--- src/rtl/i2c_stim_sequencer_if.sv ---
// Command and stream bundle for the stimulus sequencer.
// The master modport is the sequencer side; the slave modport is the
// environment that issues commands and returns the routed tready.
interface i2c_stim_sequencer_if #(
   parameter int LEN_W = 8
);
   logic             cmd_valid;
   logic             cmd_ready;
   logic [2:0]       cmd_sel;
   logic [LEN_W-1:0] cmd_len;
   logic [7:0]       cmd_seed;
   logic [7:0]       cmd_step;
   logic [2:0]       sel;
   logic [7:0]       tdata;
   logic             tvalid;
   logic             tlast;
   logic             tready;

   modport master (
      input  cmd_valid, cmd_sel, cmd_len, cmd_seed, cmd_step, tready,
      output cmd_ready, sel, tdata, tvalid, tlast
   );

   modport slave (
      output cmd_valid, cmd_sel, cmd_len, cmd_seed, cmd_step, tready,
      input  cmd_ready, sel, tdata, tvalid, tlast
   );
endinterface

--- src/rtl/i2c_stim_sequencer.sv ---
// Command-driven AXI-Stream frame generator. Each legal command selects a
// demux target, waits one settle cycle, streams an arithmetic-progression
// frame, then idles GAP_CYCLES cycles with no target selected.
module i2c_stim_sequencer #(
   parameter int LEN_W      = 8,
   parameter int GAP_CYCLES = 4
) (
   input  logic                 clk,
   input  logic                 rst_n,
   i2c_stim_sequencer_if.master bus,
   output logic                 busy,
   output logic                 frame_done,
   output logic                 err_bad_cmd,
   output logic [15:0]          frame_count
);

   localparam int GAP_W = (GAP_CYCLES > 1) ? $clog2(GAP_CYCLES) : 1;
   localparam logic [GAP_W-1:0] GAP_LOAD = GAP_W'((GAP_CYCLES > 0) ? GAP_CYCLES - 1 : 0);

   typedef enum logic [1:0] {
      IDLE,
      SETUP,
      STREAM,
      GAP
   } state_t;

   state_t           state;
   logic [LEN_W-1:0] remaining;   // bytes still to hand over, including the current one
   logic [7:0]       step;        // per-byte increment latched at acceptance
   logic [GAP_W-1:0] gap_cnt;     // GAP cycles left after the current one
   logic             bad_cmd;

   // An illegal target id or a zero-length frame is dropped at acceptance.
   assign bad_cmd = (bus.cmd_sel == 3'd0) || (bus.cmd_sel > 3'd5) ||
                    (bus.cmd_len == '0);

   // NOTE: cmd_ready is decoded straight from the state register so it reads 1
   // for the whole time reset is held, with no extra register to clear.
   assign bus.cmd_ready = (state == IDLE);

   // Sequencer state machine with all bus and status outputs registered.
   // NOTE: every state and output register uses non-blocking assignments so
   // each branch sees the pre-edge values of tdata, tlast and remaining.
   always_ff @(posedge clk or negedge rst_n) begin
      if (!rst_n) begin
         state       <= IDLE;
         remaining   <= '0;
         step        <= '0;
         gap_cnt     <= '0;
         bus.sel     <= 3'd0;
         bus.tdata   <= 8'd0;
         bus.tvalid  <= 1'b0;
         bus.tlast   <= 1'b0;
         busy        <= 1'b0;
         frame_done  <= 1'b0;
         err_bad_cmd <= 1'b0;
         frame_count <= 16'd0;
      end else begin
         frame_done  <= 1'b0;
         err_bad_cmd <= 1'b0;
         unique case (state)
            IDLE: begin
               if (bus.cmd_valid) begin
                  if (bad_cmd) begin
                     err_bad_cmd <= 1'b1;
                  end else begin
                     // The seed is parked in tdata now; tvalid stays low
                     // through SETUP so nothing is presented yet.
                     remaining <= bus.cmd_len;
                     step      <= bus.cmd_step;
                     bus.tdata <= bus.cmd_seed;
                     bus.sel   <= bus.cmd_sel;
                     busy      <= 1'b1;
                     state     <= SETUP;
                  end
               end
            end

            SETUP: begin
               bus.tvalid <= 1'b1;
               bus.tlast  <= (remaining == LEN_W'(1));
               state      <= STREAM;
            end

            STREAM: begin
               if (bus.tvalid && bus.tready) begin
                  if (bus.tlast) begin
                     bus.tvalid  <= 1'b0;
                     bus.tlast   <= 1'b0;
                     bus.sel     <= 3'd0;
                     frame_done  <= 1'b1;
                     frame_count <= frame_count + 16'd1;
                     if (GAP_CYCLES == 0) begin
                        busy  <= 1'b0;
                        state <= IDLE;
                     end else begin
                        gap_cnt <= GAP_LOAD;
                        state   <= GAP;
                     end
                  end else begin
                     bus.tdata <= bus.tdata + step;
                     remaining <= remaining - LEN_W'(1);
                     bus.tlast <= (remaining == LEN_W'(2));
                  end
               end
            end

            GAP: begin
               if (gap_cnt == '0) begin
                  busy  <= 1'b0;
                  state <= IDLE;
               end else begin
                  gap_cnt <= gap_cnt - GAP_W'(1);
               end
            end

            default: state <= IDLE;
         endcase
      end
   end

endmodule

--- src/flat_wrapper.sv ---
// flat-port wrapper written by rule: the top's interface ports become plain ports
module i2c_stim_sequencer_flat 
#(
   parameter int LEN_W      = 8,
   parameter int GAP_CYCLES = 4
)
  (clk, rst_n, busy, frame_done, err_bad_cmd, frame_count, bus_cmd_valid, bus_cmd_sel, bus_cmd_len, bus_cmd_seed, bus_cmd_step, bus_tready, bus_cmd_ready, bus_sel, bus_tdata, bus_tvalid, bus_tlast);
  i2c_stim_sequencer_if #(.LEN_W(LEN_W)) bus_i ();
  input  logic clk;
  input  logic rst_n;
  output logic busy;
  output logic frame_done;
  output logic err_bad_cmd;
  output logic [15:0] frame_count;
  input wire logic [$bits(bus_i.cmd_valid)-1:0] bus_cmd_valid;
  input wire logic [$bits(bus_i.cmd_sel)-1:0] bus_cmd_sel;
  input wire logic [$bits(bus_i.cmd_len)-1:0] bus_cmd_len;
  input wire logic [$bits(bus_i.cmd_seed)-1:0] bus_cmd_seed;
  input wire logic [$bits(bus_i.cmd_step)-1:0] bus_cmd_step;
  input wire logic [$bits(bus_i.tready)-1:0] bus_tready;
  output wire logic [$bits(bus_i.cmd_ready)-1:0] bus_cmd_ready;
  output wire logic [$bits(bus_i.sel)-1:0] bus_sel;
  output wire logic [$bits(bus_i.tdata)-1:0] bus_tdata;
  output wire logic [$bits(bus_i.tvalid)-1:0] bus_tvalid;
  output wire logic [$bits(bus_i.tlast)-1:0] bus_tlast;
  assign bus_i.cmd_valid = bus_cmd_valid;
  assign bus_i.cmd_sel = bus_cmd_sel;
  assign bus_i.cmd_len = bus_cmd_len;
  assign bus_i.cmd_seed = bus_cmd_seed;
  assign bus_i.cmd_step = bus_cmd_step;
  assign bus_i.tready = bus_tready;
  assign bus_cmd_ready = bus_i.cmd_ready;
  assign bus_sel = bus_i.sel;
  assign bus_tdata = bus_i.tdata;
  assign bus_tvalid = bus_i.tvalid;
  assign bus_tlast = bus_i.tlast;
  i2c_stim_sequencer #(.LEN_W(LEN_W), .GAP_CYCLES(GAP_CYCLES)) u_core (.clk(clk), .rst_n(rst_n), .bus(bus_i), .busy(busy), .frame_done(frame_done), .err_bad_cmd(err_bad_cmd), .frame_count(frame_count));
endmodule
--- config.mk ---
export PLATFORM = sky130hd
export DESIGN_NAME = i2c_stim_sequencer_flat
export DESIGN_NICKNAME = d
export VERILOG_FILES = /design/src/rtl/i2c_stim_sequencer_if.sv /design/src/rtl/i2c_stim_sequencer.sv /design/src/flat_wrapper.sv
export SDC_FILE = /design/constraint.sdc
export NUM_CORES = 1
export LEC_CHECK = 0
export ABC_AREA = 1
export BUFFER_PORTS_ARGS = -buffer_cell sky130_fd_sc_hd__buf_2
export CAP_MARGIN = 20
export CORE_ASPECT_RATIO = 2
export CORE_MARGIN = 1.5
export CORE_UTILIZATION = 40
export DETAILED_ROUTE_END_ITERATION = 7
export PLACE_DENSITY = 0.64
export SYNTH_ARGS = -nofsm -noshare
export SYNTH_HDL_FRONTEND = slang
export SYNTH_SLANG_ARGS = --single-unit
--- constraint.sdc ---
create_clock -name clk -period 1.7 [get_ports clk]
set_clock_uncertainty 0.05 [all_clocks]
set_input_delay 0.17 -clock clk [delete_from_list [all_inputs] [get_ports clk]]
set_output_delay 0.17 -clock clk [all_outputs]
set_load 0.005 [all_outputs]
Word level (Yosys, flattened, before mapping)
Cells that the tools add are included.

storage, ports and cells
  bits in registers = 52
  input bits = 31
  logic and storage cells = 89

operators by class
  add/subtract/negate cells = 4
  magnitude comparators = 1
  equality and inequality tests = 12
  muxes and demuxes = 39
  bitwise logic cells = 1
  reductions and logical operators = 20

operator list
  operator                 number
  $mux W8                  8
  $pmux W8 S2              2
  $add A16 B1 Y16 const B  1
  $reduce_and A5 Y1        3
  $mux W1                  13
  $mux W2                  6
  $mux W3                  4
  $reduce_and A3 Y1        3
  $add A8 B8 Y8            1
  $eq A8 B1 Y1 const B     1
  $eq A8 B2 Y1 const B     1
  $logic_not A8 Y1         1
  $ne A2 B2 Y1 const B     4
  $pmux W2 S4              1
  $reduce_and A4 Y1        2
  $reduce_bool A2 Y1       4
  $sub A8 B1 Y8 const B    1
  $ne A2 B1 Y1 const B     3
  $pmux W1 S2              3
  $pmux W3 S2              1
  $eq A2 B2 Y1 const B     2
  $logic_not A2 Y1         2
  $pmux W2 S2              1
  $gt A3 B3 Y1 const B     1
  other kinds (7)          8

Depth between registers and ports, before layout
  depth in word-level cells = 6
  gate-level depth with buffers = 13
  depth with buffers taken out = 13

Worst setup path after synthesis
OpenSTA, ideal clock, no wires.

  path type = register to register
  start = reg u_core.state[0]
  end = reg u_core.frame_count[14]
  arrival time = 1.506 ns
  data required time = 1.533 ns
  slack = 0.027 ns
  stages on the path, launching flop included = 11
  buffers on the path = 1
  cell sequence = dfrtp_1 > inv_1 > ha_1 > buf_4 > nand2_4 > nor2_8 > nand4_4 > nor3_4 > nand3_1 > nand2_1 > nand2_1

on the way
  longest elaborated chain between the ends = 2

RTL lines
  item                                RTL line                  source
  start, declared                     i2c_stim_sequencer.sv:27  state_t state;
  start signal, assigned              i2c_stim_sequencer.sv:46  state <= IDLE;
  start signal, assigned              i2c_stim_sequencer.sv:74  state <= SETUP;
  start signal, assigned              i2c_stim_sequencer.sv:82  state <= STREAM;
  $eq A2 B2 Y1                        i2c_stim_sequencer.sv:61  unique case (state)
  $reduce_and A3 Y1 (no source line)  n/a
  end signal, assigned                i2c_stim_sequencer.sv:92  frame_count <= frame_count + 16'd1;
  end, declared                       i2c_stim_sequencer.sv:14  output logic [15:0] frame_count

No other way between the ends.
A chain may end at the register's enable or synchronous reset.

Worst setup path in the final report
  start = reg u_core.state[0]
  end = reg u_core.frame_count[9]

Same word-level chain as after synthesis.

==> run metrics <==
status completed; yosys warns 0; Setup-failing EPs final 0; Syn Area/Cell 7.91 µm²; CP Class reg -> reg; first-pass GRT wire length 12500 µm; CTS root buf clkbuf_16; Period minus WS final 1690 ps; Seq/Total Area, Yosys 42.8%; post-route setup TNS 0 ps; power share of the clock group 14.5%; Post-DRT Antenna Nets 0; Hold Path Depth 3; Die Span Y 126 µm; Worst Tran Pin Value 587 ps; slowest CP cell dfrtp_1; Net Sw Frac 41.8%; switching power 3000 µW; Final period util 99.5%; Final Max Slew Viols 0; Initial Util 41.5%; R2R cell count 9; RSZ-0062 raised after global routing yes; routed wire length 7600 µm; TritonCTS clock tree yes; Congestion Overflow GR 0; pwr dens 1740 nW/µm²; number of I/O pins 64; Setup crit start kind flip-flop; max-cap violations 0; P&R area growth vs syn 35.5%; synthesized area 3040 µm²; Cell Rows 44; DR vias/cell 4.93; 1st-iter DRT viols 85; VDD IR max 1.09 mV; final count of hold timing violations 0; Port Buffer Count 63; drt pass-1 iters 6; die area 8160 µm²; share of cells above drive strength 1 31.4%; most common cell after layout, fill and taps aside nand2_1; worst min-delay path category in -> reg; max_slew headroom 60.9%; commonest non-fill, non-tap cells in the layout 115 x nand2_1, 63 x buf_2, 52 x dfrtp_1; Antenna Cells 0; Worst Path Arrival 1860 ps; Flop pwr share 28.3%; GRT met2 Usage 37.7%; Crit. End Element flip-flop; initial antenna violation count 0; met1 usage 20.0%; vias in the first global route 2863; routed via count 2870; Die Width 64.6 µm; largest net degree at the start of global routing 21; Bufs on Longest Clock Path 2; CP max FO 3; Synth cell types 34; most used routing layer met2; hpwl dp 5640 µm; Worst path depth 9; grt met3 use 2.95%; Post-Syn Instances 384; final core utilization 56.2%; #FFs+latches synth 52; Avg WL per Cell 13.1 µm; Placeable Area 7320 µm²; leakage 0.00233 µW; GP Congestion 0.834; CTS sink cnt 52; Clock Pin Slew Worst Setup and Hold Paths 70 ps; R2R Setup Slk 9 ps; Bufs and invs on worst path 3; CTS buffer count 5; Crit path largest cell delay 410 ps; P_int 4170 µW; FMAX 591 MHz; total track usage 19.5%; crit-path cells inv_2 -> ha_4 -> nand2_4 -> nor2_8 -> buf_12 -> nand3b_4 -> nor3_4 -> buf_4 -> xor2_1; Skew-Pair Late Insertion Delay 290 ps; # DRC 0; Final #Nets 538; CP required 1870 ps; cell family with most CP delay simple AND/OR/NAND/NOR gates; CTS H-Tree Depth 2; Combinational Power Share 57.2%; syn nets 433
==> synthesized netlist by cell type, drive strengths merged <==
| cell | n | area share [%] |
|---|---|---|
| or2 | 3 | 0.62 |
| mux2i | 3 | 0.99 |
| buf | 5 | 0.86 |
| fa | 1 | 0.66 |
| nand3 | 21 | 3.6 |
| o21ai | 32 | 5.3 |
| o211ai | 1 | 0.25 |
| nand2 | 122 | 15 |
| clkbuf | 2 | 0.25 |
| dfrtp | 52 | 43 |
| a21oi | 11 | 1.8 |
| xnor2 | 7 | 2.0 |
| inv | 50 | 6.3 |
| ha | 17 | 7.0 |
| a32oi | 1 | 0.29 |
| xor2 | 7 | 2.0 |
| nand3b | 2 | 0.91 |
| a21o | 1 | 0.25 |
| nor2 | 28 | 4.0 |
| a31oi | 1 | 0.21 |
| nor3 | 8 | 2.1 |
| nand4 | 9 | 2.3 |
==> worst min-delay path: cells and delay by family <==
family | cells | cell delay, ps
buf+inv | 2 | 130
compound gates | 1 | 60
==> repair_timing <==
item | CTS | global route
pin swaps | 9 | 11
setup buffers | 10 | 4
gates resized for setup | 15 | 22
hold buffers | 1 | 0
hold endpoints to repair | 18 | 0
endpoints found under the setup margin | 25 | 40
==> layout make-up <==
type	count	area, µm²
well taps	92	115
fillers	700	3210
inverters	50	193
multi-input cells	275	1660
flip-flops and latches	52	1300
clock buffers	7	143
clock inverters	1	7.51
repair buffers	105	699
==> path summary, 6_finish.rpt <==
kind / start / end
setup / recovery: u_core.state[0] / u_core.frame_count[9]
hold / removal: bus_cmd_step[6] / u_core.step[6]
setup reg to reg: u_core.state[0] / u_core.frame_count[9]
hold reg to reg: u_core.busy / u_core.busy
max in group asynchronous: rst_n / u_core.frame_count[10]
min in group asynchronous: rst_n / u_core.frame_count[3]
==> state kept, by name (all words and copies together), names as in the netlist <==
name / count
u_core.bus.sel: 3
u_core.bus.tdata: 8
u_core.bus.tlast: 1
u_core.bus.tvalid: 1
u_core.busy: 1
u_core.err_bad_cmd: 1
u_core.frame_count: 16
u_core.frame_done: 1
u_core.gap_cnt: 2
u_core.remaining: 8
u_core.state: 2
u_core.step: 8
==> power by group through the flow <==
stage	Combinational, µW	Sequential [µW]	Clock [µW]
floorplan	2200	1960	0
global placement	3440	1980	0
detailed placement	3510	2000	0
CTS	3790	1990	1070
global route	4600	2080	1100
finish	4090	2030	1040
==> per-stage QoR <==
stage          power, µW  hold slack [ps]  worst slack, ps  instances  instance area [µm²]
6_report            7160             49.3             8.70        582                 4120
5_1_grt             7780             53.2            -91.7        582                 4120
4_1_cts             6850             46.9            -43.8        579                 4000
3_5_place_dp        5510              152            -67.8        561                 3690
3_3_place_gp        5430              147            -17.8        561                 3690
2_1_floorplan       4150             -176             27.0        384                 3040
==> cell families after synthesis <==
logic type / share of synthesized area [%]
AO/OA/AOI/OAI: 8.07
adder cells (fa/ha/maj): 7.66
flip-flops: 42.8
AND/OR/NAND/NOR: 29.0
XOR/XNOR: 4.04
multiplexers: 0.989
buffers and inverters: 7.37
==> metal layers <==
layer | part of all wire [%] | vias to the layer above
li1 | - | 1429
met1 | 39 | 1355
met2 | 55 | 68
met3 | 3.2 | 18
met4 | 2.8 | 0
met5 | 0 | -
No activity file was read; power rests on OpenSTA's default activity.
